--- config.mk ---
export PLATFORM = sky130hd
export DESIGN_NAME = regfile_bank
export DESIGN_NICKNAME = d
export VERILOG_FILES = /design/src/rtl/regfile_bank.sv
export SDC_FILE = /design/constraint.sdc
export NUM_CORES = 1
export LEC_CHECK = 0
export CAP_MARGIN = 20
export CORE_AREA = 2 2 416 418
export CTS_BUF_LIST = sky130_fd_sc_hd__clkbuf_4
export DETAILED_ROUTE_END_ITERATION = 10
export DIE_AREA = 0 0 418 420
export SLEW_MARGIN = 40
export SYNTH_ARGS = -nofsm -noshare
export SYNTH_HDL_FRONTEND = slang
export SYNTH_SLANG_ARGS = --single-unit
--- constraint.sdc ---
create_clock -name clock -period 1.71 [get_ports clock]
set_input_delay 0.2565 -clock clock [delete_from_list [all_inputs] [get_ports clock]]
set_output_delay 0.2565 -clock clock [all_outputs]
set_load 0.005 [all_outputs]
--- src/rtl/regfile_bank.sv ---
// regfile_bank: 32 x 32-bit register storage with one write port and a flattened 1024-bit contents bus.
// Define REGFILE_SCOREBOARD_EN to add the busy_set/busy_addr/busy_vec pending-write scoreboard.
module regfile_bank #(
    parameter int NUM_REGS = 32,
    parameter int DATA_W   = 32
) (
    input  logic                       clock,
    input  logic                       reset_n,
    input  logic                       wr_en,
    input  logic [4:0]                 wr_addr,
    input  logic [DATA_W-1:0]          wr_data,
`ifdef REGFILE_SCOREBOARD_EN
    input  logic                       busy_set,
    input  logic [4:0]                 busy_addr,
    output logic [NUM_REGS-1:0]        busy_vec,
`endif
    output logic [NUM_REGS*DATA_W-1:0] regs_out,
    output logic                       wr_ack,
    output logic [4:0]                 last_wr_addr
);
    logic commit;
    assign commit = wr_en && (wr_addr != 5'd0);
    assign regs_out[DATA_W-1:0] = '0;
    genvar i;
    for (i = 1; i < NUM_REGS; i++) begin : g_reg
        logic [DATA_W-1:0] r;
        always_ff @(posedge clock or negedge reset_n)
            if (!reset_n) r <= '0;
            else if (commit && wr_addr == 5'(i)) r <= wr_data;
        assign regs_out[i*DATA_W +: DATA_W] = r;
    end
    always_ff @(posedge clock or negedge reset_n)
        if (!reset_n) begin
            wr_ack       <= 1'b0;
            last_wr_addr <= 5'd0;
        end else begin
            wr_ack <= commit;
            if (commit) last_wr_addr <= wr_addr;
        end
`ifdef REGFILE_SCOREBOARD_EN
    logic [NUM_REGS-1:0] busy_setv, busy_clr;
    assign busy_setv = busy_set ? NUM_REGS'(1) << busy_addr : '0;
    assign busy_clr  = commit ? NUM_REGS'(1) << wr_addr : '0;
    // set is applied after clear so a new pending instruction wins on the same register
    always_ff @(posedge clock or negedge reset_n)
        if (!reset_n) busy_vec <= '0;
        else busy_vec <= ((busy_vec & ~busy_clr) | busy_setv) & ~NUM_REGS'(1);
`endif
endmodule

Word-level counts from Yosys, hierarchy flattened
Index checks and enable logic that the tools add are counted.

word-level totals
  register bits = 998
  word-level logic and storage cells = 97
  input bits = 40
  output and inout port bits = 1030

cells by class
  reduce and logical (&&, ||, !) cells = 33
  eq/ne operators = 31

operators with widths
  kind                                                  number
  equality test 5 bit (second input constant)           16
  equality test 5 x 4 -> 1 bit (second input constant)  8
  logical AND 1 bit                                     32
  equality test 5 x 3 -> 1 bit (second input constant)  4
  equality test 5 x 2 -> 1 bit (second input constant)  2
  equality test 5 x 1 -> 1 bit (second input constant)  1
  nonzero test 5 bit                                    1

Longest topological paths before layout
  depth in word-level cells = 3
  depth in mapped cells = 6
  gate-level depth less buffers = 3

Worst setup path after synthesis
Ideal clock, no wire load.

  kind = input-to-reg
  start = in wr_addr[0]
  end = reg g_reg[26].r[10]
  buffers on the path = 2
  library setup time = 0.125 ns
  stages on the path = 5
  required time = 1.585 ns
  slack = 0.089 ns
  arrival time = 1.496 ns
  path through = buf_2 nand4b_1 nor2_1 buf_2 mux2_2

on the way
  longest elaborated chain between the ends = 3
  elaborated cells between the ends (all ways) = 4
  those cells by class = eq/ne: 1; reduce/logical: 3

ends and longest elaborated chain
  what                    RTL line  text
  start: declaration      10        input logic [4:0] wr_addr,
  nonzero test 5 bit      22        assign commit = wr_en && (wr_addr != 5'd0);
  logical AND 1 bit       22
  logical AND 1 bit (*)   29        else if (commit && wr_addr == 5'(i)) r <= wr_data;
  end signal: assignment  29
  end: declaration        26        logic [DATA_W-1:0] r;

Every way passes the cells marked *; elsewhere a longest branch is shown, timed or not.
A chain may end at the register's enable or synchronous reset.

Worst setup path in the final report
  start = reg g_reg[8].r[0]
  end = out regs_out[256]

RTL lines
  what                      RTL line  text
  start: declaration        26
  start signal: assignment  29
  end: declaration          17        output logic [NUM_REGS*DATA_W-1:0] regs_out,

No word-level cell between the ends.

==> run_results.csv <==
group,metric,value,unit
sta,slew_headroom,53.0,%
floorplan,die_area,176000,um^2
synthesis,synth_xor_area_share,0,%
detailed_routing,wl_per_cell,25.4,um
synthesis,synth_seq_cells,998,
detailed_routing,wl,157000,um
floorplan,die_y,420,um
critical_path,crit_path_max_incr_delay,0.50,ns
power,power_frac_comb,23.1,%
grt,grt_pass1_vias,27389,
synthesis,synth_fa_ha_area_share,0,%
finish,nFillCells,17228,
placement,place_congestion,0.785,
critical_path,cp.required,1.45,ns
critical_path,cp_num_cells,1,
cts,htree_levels,5,
synthesis,synthSimpleGateAreaFrac,0.758,%
floorplan,ios,1070,
critical_path,worstSetupStartpointType,"flip-flop",
sta,period_share,126,%
cts,cts.sinks,998,
detailed_routing,dr.pass1.iters,5,
grt,grt_pass1_wl,213000,um
synthesis,ys_seq_area_share,66.4,%
detailed_routing,post_drt_via_cell_ratio,4.29,
finish,register_area,25000,um^2
finish,multi_input_area,11800,um^2
grt,met1_usage,19.2,%
power,clockPowerShare,32.5,%
detailed_routing,drtAntennaViolNets,0,
placement,place_hpwl,110000,um
run_status,violations,"negative setup slack",
sta,holdWs,0.177,ns
sta,tns,-306.23,ns
run_status,status,"complete, but fails checks",
grt,met2_usage,30.2,%
placement,io_buffer_count,1037,
finish,syn2layout_area_growth,44.9,%
power,p_switching,19.8,mW
critical_path,crit_type,"reg -> out",
floorplan,die_w,418,um
cts,cts_tree,"done",
sta,slew_violations,0,
critical_path,rr_worst_depth,4,
sta,clock_skew,0,ns
floorplan,placementRows,152,
finish,drive_gt1_share,70.1,%
critical_path,worstSetupEndpointType,"output port",
grt,grt_usage,17.3,%
power,irDropWorstVdd,0.000741,V
grt,grt_max_degree,89,
worst_hold_path,hp-start,"wr_data[28]",
critical_path,crit_family,"flip-flops",
finish,final_cell_mix,"dfrtp_1 (995), mux2_2 (962), buf_2 (682)",
critical_path,cp_max_fo,2,
worst_hold_path,hold_class,"in -> reg",
critical_path,cp.arrival,1.89,ns
critical_path,worstSetupStartpoint,"g_reg[8].r[0]$_DFFE_PN0P_",
finish,post-route-util,31.9,%
sta,fin_crit,2.15,ns
detailed_routing,drtIter0Drc,1194,
critical_path,path_cells,"buf_6",
grt,antenna_found_initial,20,
floorplan,start_util,22.0,%
detailed_routing,via_count,26669,
synthesis,syn_area_per_cell,16.5,um^2
synthesis,syn-instance-count,2279,
power,p_per_area,1270,nW/um^2
sta,setup_viol,1086,
synthesis,synth_top_family_by_area,"multiplexers",
power,leakage,27.3,nW
cts,cts_buffer_depth,4,
worst_hold_path,min_path_cells,3,
critical_path,cpMaxStageDelayCell,"dfrtp_2",
power,switching_share,28.5,%
sta,fmax,0.466,GHz
floorplan,core,171000,um^2
grt,busiest_layer,"met2",
sta,setup_slack,-0.438,ns
power,pwr-share-seq,44.3,%
grt,gr-total-overflow,0,
critical_path,r2r-start,"g_reg[23].r[12]$_DFFE_PN0P_",
placement,dpl.cell_count,5518,
synthesis,synthesis.area,37600,um^2
power,power.internal,49.7,mW
cts,numCtsBuffers,298,
critical_path,cp.buffers_inverters,1,
finish,layout_commonest_cell,"dfrtp_1",
grt,gr-usage-met3,4.85,%
sta,grt_setup_unrepaired,"true",
synthesis,ys_warn_count,0,
cts,ctsRootBufferMaster,"clkbuf_4",
sta,worst-slew-pin-transition,0.705,ns
job,timing.max_cap.violations,0,
synthesis,synth_cell_type_count,22,
synthesis,synth-compound-area-share,0.216,%
cts,path_clk_slew,0.06,ns
detailed_routing,drc,0,
cts,clk_latency,1.21,ns
sta,hold_violations,0,
finish,finalNonFillerCells,6210,
placement,pre_cts_slack,-0.665,ns
finish,layout.nets,3815,
synthesis,yosys-mux-area-fraction,29.7,%
## per-stage QoR
| stage | instance area, um^2 | power (mW) |
|---|---|---|
| after CTS | 53700 | 69.8 |
| final | 54500 | 69.4 |
| after global placement | 52200 | 48.6 |
| after detailed placement | 52200 | 48.9 |
| after floorplan | 37700 | 35.5 |
| after global routing | 54500 | 72.8 |
## logic make-up after synthesis
logic type,Yosys count
AND/OR/NAND/NOR,47
AO/OA/AOI/OAI,11
other,1
flip-flops,998
buffers and inverters,230
multiplexers,992
## power by group through the flow
stage,sequential [mW],combinational (mW),clock [mW]
floorplan,31.1,4.39,0
global placement,30.8,17.8,0
detailed placement,31.0,18.0,0
CTS,30.7,15.7,23.4
global route,31.3,16.9,24.7
finish,30.8,16.1,22.6
## path summary, 6_finish.rpt
kind,endpoint,slack [ns]
max in group asynchronous,g_reg[21].r[6]$_DFFE_PN0P_,0.36
min in group asynchronous,g_reg[17].r[19]$_DFFE_PN0P_,0.40
max,regs_out[256],-0.44
max reg2reg,g_reg[23].r[12]$_DFFE_PN0P_,0.60
min,g_reg[18].r[28]$_DFFE_PN0P_,0.18
min reg2reg,g_reg[31].r[19]$_DFFE_PN0P_,0.48
## state kept, by name (all words and copies together) (netlist names)
signal,flops
g.r,992
last_wr_addr,5
wr_ack,1
## cell usage after synthesis (all sizes together)
cell type | number | area share (%)
o31a | 1 | 0.023
buf | 133 | 2.0
nor2b | 2 | 0.033
or3 | 2 | 0.033
nand2b | 2 | 0.033
mux2 | 992 | 30
nor3 | 4 | 0.11
nor2 | 13 | 0.13
dfrtp | 998 | 66
nand2 | 12 | 0.12
o41ai | 1 | 0.023
a22o | 5 | 0.12
conb | 1 | 0.010
clkbuf | 97 | 0.97
and4bb | 3 | 0.10
nand3 | 4 | 0.053
nor4b | 1 | 0.063
nand4b | 3 | 0.070
nand4 | 1 | 0.017
o21ai | 4 | 0.053
## layout make-up
class                           count  area share (%)
Clock inverter                     56           0.638
Multi-Input combinational cell   1082            21.7
Antenna cell                       14          0.0643
Tap cell                         2233            5.13
Clock buffer                      432            5.95
Timing Repair Buffer             1395            20.7
Sequential cell                   998            45.8
## layer usage
layer / routed length, um / vias to the layer above
met5: 13 / -
met4: 6960 / 2
met3: 9650 / 335
met2: 82100 / 1076
met1: 58800 / 14183
li1: - / 11073
## worst reg2reg max path, cell delays in order, from the launching register on
cell     delay, ns
dfrtp_1       0.38
buf_4         0.14
buf_4         0.12
buf_4         0.12
mux2_2        0.24
## timing repair
| action | CTS | global route |
|---|---|---|
| setup endpoints to repair | 998 | 998 |
| gates resized for setup | 4434 | 43 |
| setup buffers | 76 | 63 |
| cloned | 0 | 0 |
| hold buffers | 51 | 0 |
| endpoints found under the hold margin | 1996 | 0 |
| pin swaps | 0 | 0 |
Power figures use the tool's default switching activity.
